`config.mk`:
```
export PLATFORM = sky130hd
export DESIGN_NAME = slc3_mem_responder
export DESIGN_NICKNAME = d
export VERILOG_FILES = /design/src/rtl/slc3_mem_responder.sv
export SDC_FILE = /design/constraint.sdc
export NUM_CORES = 2
export LEC_CHECK = 0
export BUFFER_PORTS_ARGS = -buffer_cell sky130_fd_sc_hd__buf_2
export CAP_MARGIN = 20
export CORE_ASPECT_RATIO = 0.6
export CORE_MARGIN = 5
export CORE_UTILIZATION = 40
export CTS_CLUSTER_DIAMETER = 30
export CTS_CLUSTER_SIZE = 30
export DETAILED_ROUTE_END_ITERATION = 6
export SLEW_MARGIN = 20
export SYNTH_ARGS = -nofsm -noshare
export SYNTH_HDL_FRONTEND = slang
export SYNTH_SLANG_ARGS = --single-unit
```
`constraint.sdc`:
```
create_clock -name Clk -period 6.4 [get_ports Clk]
set_clock_uncertainty 0.1 [all_clocks]
set_input_delay 1.28 -clock Clk [delete_from_list [all_inputs] [get_ports Clk]]
set_output_delay 1.28 -clock Clk [all_outputs]
set_load 0.02 [all_outputs]
```
`src/rtl/slc3_mem_responder.sv`:
```
// SLC-3 bus memory responder: accepts a request, waits WAIT_STATES cycles, pulses Ready.
// Define MEM_IO_EN to map address 0xFFFF onto switches (read) and the hex register (write).
module slc3_mem_responder #(
  parameter int ADDR_W      = 8,
  parameter int DATA_W      = 16,
  parameter int WAIT_STATES = 2
) (
  input  logic              Clk,
  input  logic              Reset,
  input  logic              Req,
  input  logic              WE,
  input  logic [15:0]       Addr,
  input  logic [DATA_W-1:0] WData,
  output logic [DATA_W-1:0] RData,
  output logic              Ready,
  output logic              Busy,
  input  logic [15:0]       S,
  output logic [15:0]       HexOut
);

  // state   | meaning
  // IDLE    | no transaction, waiting for Req
  // WAIT    | request latched, counting wait states
  // RESP    | access committed, Ready pulses this cycle
  typedef enum logic [1:0] {ST_IDLE, ST_WAIT, ST_RESP} state_t;

  localparam logic [3:0] CNT_INIT = 4'(WAIT_STATES - 1);

  state_t            state, state_nxt;
  logic [3:0]        cnt, cnt_nxt;
  logic              lat_we;
  logic [15:0]       lat_addr;
  logic [DATA_W-1:0] lat_wdata;
  logic              cur_we;
  logic [15:0]       cur_addr;
  logic [DATA_W-1:0] cur_wdata;
  logic              commit;
  logic              io_hit;
  logic [DATA_W-1:0] mem [2**ADDR_W];

  always_ff @(posedge Clk or posedge Reset) begin
    if (Reset) begin
      state     <= ST_IDLE;
      cnt       <= '0;
      lat_we    <= 1'b0;
      lat_addr  <= '0;
      lat_wdata <= '0;
    end else begin
      state <= state_nxt;
      cnt   <= cnt_nxt;
      if (state == ST_IDLE && Req) begin
        lat_we    <= WE;
        lat_addr  <= Addr;
        lat_wdata <= WData;
      end
    end
  end

  always_comb begin
    state_nxt = state;
    cnt_nxt   = cnt;
    case (state)
      ST_IDLE: begin
        if (Req) begin
          if (WAIT_STATES > 0) begin
            state_nxt = ST_WAIT;
            cnt_nxt   = CNT_INIT;
          end else begin
            state_nxt = ST_RESP;
          end
        end
      end
      ST_WAIT: begin
        if (!Req)            state_nxt = ST_IDLE;
        else if (cnt == 4'd0) state_nxt = ST_RESP;
        else                 cnt_nxt   = cnt - 4'd1;
      end
      ST_RESP: state_nxt = ST_IDLE;
      default: state_nxt = ST_IDLE;
    endcase
  end

  always_comb begin
    Ready = (state == ST_RESP);
    Busy  = (state != ST_IDLE);
  end

  // With zero wait states the commit edge is the acceptance edge, so use live inputs.
  always_comb begin
    cur_we    = (state == ST_IDLE) ? WE    : lat_we;
    cur_addr  = (state == ST_IDLE) ? Addr  : lat_addr;
    cur_wdata = (state == ST_IDLE) ? WData : lat_wdata;
    commit    = (state_nxt == ST_RESP) && !Reset;
  end

`ifdef MEM_IO_EN
  assign io_hit = (cur_addr == 16'hFFFF);

  always_ff @(posedge Clk or posedge Reset) begin
    if (Reset)                         HexOut <= '0;
    else if (commit && cur_we && io_hit) HexOut <= 16'(cur_wdata);
  end
`else
  logic unused_io;
  assign io_hit    = 1'b0;
  assign HexOut    = '0;
  assign unused_io = ^{S, cur_addr[15:ADDR_W]};
`endif

  always_ff @(posedge Clk) begin
    if (commit && cur_we && !io_hit)
      mem[cur_addr[ADDR_W-1:0]] <= cur_wdata;
  end

  always_ff @(posedge Clk or posedge Reset) begin
    if (Reset) begin
      RData <= '0;
    end else if (commit && !cur_we) begin
`ifdef MEM_IO_EN
      if (io_hit) RData <= DATA_W'(S);
      else        RData <= mem[cur_addr[ADDR_W-1:0]];
`else
      RData <= mem[cur_addr[ADDR_W-1:0]];
`endif
    end
  end

endmodule

```
==> out/summary.txt <==
===========================================================================================
Outcome ...................................................................... finished, final reports clean
Setup crit end kind ..........................................................    flip-flop
Register area share after synthesis ..........................................        81.3%
Post-Place Setup Slack .......................................................     0.675 ns
Mapped cell area .............................................................   0.153 mm^2
Register-to-Register Path Depth ..............................................           14
Number of nets at the end of the flow ........................................         9213
Post-detailed-route count of antenna-violating nets ..........................            0
I/O Buffers ..................................................................           45
CORE AREA ....................................................................   0.380 mm^2
Area added between synthesis and finish ......................................        17.6%
Max-slew headroom at the worst pin ...........................................        12.1%
HPWL after detailed placement ................................................       276 mm
Detailed-routing iteration count for the pre-antenna-repair pass .............            6
Final Max Slew Viols .........................................................            0
Width of the die .............................................................       808 um
Ordered cell list for the critical path ...................................... nor2_4 > buf_4 > inv_2 > o21ai_4 > buf_16 > buf_12 > buf_12 > a22oi_1 > a21oi_1 > o41ai_1 > buf_4 > a41oi_1 > nor4_1 > o21ai_0
Number of clock sinks ........................................................         4143
Internal reg-to-reg setup slack ..............................................      1.06 ns
Slew of the pin with the lowest slew margin ..................................      1.30 ns
Per-cell routed wire length ..................................................      31.5 um
Number of enable flip-flop cells after synthesis .............................         4096
Design Power .................................................................      77.4 mW
Initial antenna violation count ..............................................           35
Setup total negative slack ...................................................         0 ns
Number of design-rule violations left by the first detailed-router iteration .        14.2k
Syn avg cell area ............................................................    17.7 um^2
Final hold viol count ........................................................            0
Root buffer cell ............................................................. sky130_fd_sc_hd__clkbuf_16
Crit path largest cell delay .................................................      0.72 ns
Overall fraction of global-route tracks in use ...............................        22.6%
Family of cells with the greatest summed delay on the critical path .......... compound AO/OA/AOI/OAI gates
Number of hold-repair buffers added at the cts stage .........................            0
Via Count ....................................................................        90.3k
Arr. time, crit path .........................................................      6.13 ns
Count of buffer and inverter cells on the critical path ......................            6
Final min period .............................................................      5.34 ns
Hold Path Class .............................................................. flip-flop to flip-flop
Clock network latency to the later pin of the worst-skew pair ................      0.96 ns
Maximum buffer depth of the clock tree .......................................            4
Cts repair resizes ...........................................................            0
PD cells .....................................................................  431 mW/mm^2
Number of global-route vias before repair ....................................        85.6k
Total number of cells along the worst setup path .............................           14
Max-cap viol count ...........................................................            0
Capturing instance or port of the critical path ..............................    RData[12]
First element of the critical path ...........................................     state[0]
Die Outline Area .............................................................   0.395 mm^2
Number of different library cells in the post-synthesis netlist ..............           52
CTS H-Tree Depth .............................................................            5
Crit Path Max Fanout .........................................................           63
# IOs ........................................................................           86
Post-CTS Repair Setup Buffers ................................................            0
Starting density of the core .................................................        40.2%
Floorplan die height .........................................................       489 um
Number of placement rows .....................................................          175
Reg-to-reg endpoint ..........................................................    RData[12]
Global-route wire length before repair .......................................       648 mm
WL final .....................................................................       461 mm
Overall overflow remaining after global route ................................            0
Fin worst setup slack ........................................................      1.06 ns
Clock buffer count from CTS ..................................................          480
Total DRC errors in the routed layout ........................................            0
Peak supply drop .............................................................   0.000382 V
Tcrit/Tclk final .............................................................        83.4%
Ratio of cells with drive above 1 in the final layout ........................        17.1%
Count of fill cells added during filler insertion ............................        31.3k
Yosys Warn Count .............................................................            0
Gate Count Post-Synth ........................................................         8627
Most frequently used flop master after synthesis ............................. sky130_fd_sc_hd__edfxtp_1
Clock tree from TritonCTS ....................................................        built
Fmax .........................................................................      187 MHz
Clock transition at path regs ................................................      0.07 ns
Fraction of registers with async set/reset ...................................        1.13%
Static leakage ...............................................................      55.4 nW
Pin count of the biggest net entering global routing .........................          176
Number of flip-flops and latches in the synthesized netlist ..................         4143
Startpoint kind of the worst setup timing path ...............................    flip-flop
Vias per inst ................................................................         6.18
Gpl congestion ...............................................................        0.873
RSZ-0062 raised after global routing .........................................           no
Worst EP required ............................................................      7.19 ns
# setup viols final ..........................................................            0
Critical setup path kind ..................................................... flip-flop to flip-flop
Slowest cell on crit path .................................................... sky130_fd_sc_hd__a41oi_1
Critical register-to-register path startpoint ................................     state[0]
===========================================================================================
flip-flops by register name, indices dropped and copies added (netlist names):
signal	cells
RData	16
lat_we	1
lat_wdata	16
state	2
lat_addr	8
mem	4096
cnt	4
layout by cell type (no fill, tap or decap), types with 47 or more instances in the layout:
cell,netlist,final
sky130_fd_sc_hd__a22o_1,160,160
sky130_fd_sc_hd__o21ai_0,52,47
sky130_fd_sc_hd__bufinv_16,0,68
sky130_fd_sc_hd__a21oi_1,875,875
sky130_fd_sc_hd__o41ai_1,200,170
sky130_fd_sc_hd__a41oi_1,51,51
sky130_fd_sc_hd__edfxtp_1,4096,4096
sky130_fd_sc_hd__clkinv_4,0,48
sky130_fd_sc_hd__nand2_1,86,59
sky130_fd_sc_hd__inv_6,0,54
sky130_fd_sc_hd__buf_12,0,82
sky130_fd_sc_hd__clkinvlp_4,0,64
sky130_fd_sc_hd__o22ai_1,88,88
sky130_fd_sc_hd__clkinv_2,0,66
sky130_fd_sc_hd__dfrtp_1,47,47
sky130_fd_sc_hd__a221oi_1,160,160
sky130_fd_sc_hd__nor2_1,265,255
sky130_fd_sc_hd__buf_4,23,573
sky130_fd_sc_hd__a22oi_1,1728,1728
sky130_fd_sc_hd__clkbuf_16,0,487
Yosys cell counts (all sizes together), types with 4 or more instances:
cell / instances / area, um^2
a21oi: 875 / 4380
a221oi: 160 / 1400
a22o: 160 / 1400
a22oi: 1728 / 13000
a31oi: 6 / 58.8
a41oi: 51 / 447
buf: 388 / 1930
clkbuf: 281 / 1050
dfrtp: 47 / 1180
edfxtp: 4096 / 123000
inv: 8 / 30.0
mux2: 25 / 282
nand2: 86 / 323
nand2b: 8 / 50.1
nand3: 8 / 40.0
nand3b: 5 / 37.5
nor2: 266 / 1010
nor3b: 4 / 30.0
nor4: 26 / 163
o21a: 7 / 52.6
o21ai: 56 / 292
o22ai: 88 / 551
o31ai: 4 / 35.0
o32a: 4 / 40.0
o41ai: 200 / 1750
or3: 9 / 56.3
or4: 5 / 37.5
worst min-delay path by stage:
stage	startpoint	end	cells past startpoint
finish	lat_wdata[5]	lat_wdata[5]	1
global route	lat_wdata[0]	lat_wdata[0]	1
CTS	lat_wdata[13]	lat_wdata[13]	1
detailed placement	lat_wdata[9]	lat_wdata[9]	1
global placement	lat_we	lat_we	1
floorplan	lat_we	lat_we	1
logic make-up (layout without fill, tap and decap cells):
group | Yosys count | after routing | synth area share (%)
xor gates and xnor gates | 2 | 2 | 0.0115
and+or+nand+nor | 431 | 431 | 1.20
other | 1 | 32 | 0.00245
DFF | 4143 | 4143 | 81.3
adders and majority gates | 2 | 2 | 0.0164
muxes | 26 | 26 | 0.191
buffers and inverters | 677 | 1604 | 1.97
AOI/OAI and AO/OA | 3345 | 3345 | 15.3
layer usage:
metal	track usage (%)	wire, um	vias to the layer above
li1	-	-	37400
met1	33.8	190000	46300
met2	30.4	187000	5928
met3	9.13	70800	690
met4	6.02	11800	6
met5	0.527	327	-
power breakdown:
part	total [mW]	internal [mW]	switching, mW
Combinational	16.2	4.04	12.1
Sequential	32.9	32.7	0.173
Clock	28.4	16.9	11.5
Total	77.4	53.6	23.8
final cells by class:
| cell class | count | area, um^2 | area share (%) |
|---|---|---|---|
| diodes | 16 | 40.0 | 0.0223 |
| flip-flops and latches | 4143 | 124000 | 69.1 |
| clock inverters | 374 | 4330 | 2.41 |
| clock buffers | 518 | 12300 | 6.85 |
| repair buffers | 704 | 6260 | 3.49 |
| inverters | 8 | 30.0 | 0.0167 |
| multi-input cells | 3822 | 26200 | 14.6 |
| well taps | 5044 | 6310 | 3.51 |
per-stage QoR:
stage / instances / util [%] / instance area (um^2) / hold slack (ns)
floorplan: 8642 / - / 153000 / 0.380
global placement: 13700 / 42.9 / 163000 / 0.391
detailed placement: 13700 / 42.9 / 163000 / 0.396
CTS: 14600 / 47.3 / 179000 / 0.407
global route: 14600 / 47.3 / 180000 / 0.423
finish: 14600 / 47.3 / 180000 / 0.407
Note: power is estimated with default switching activity, not from simulation.
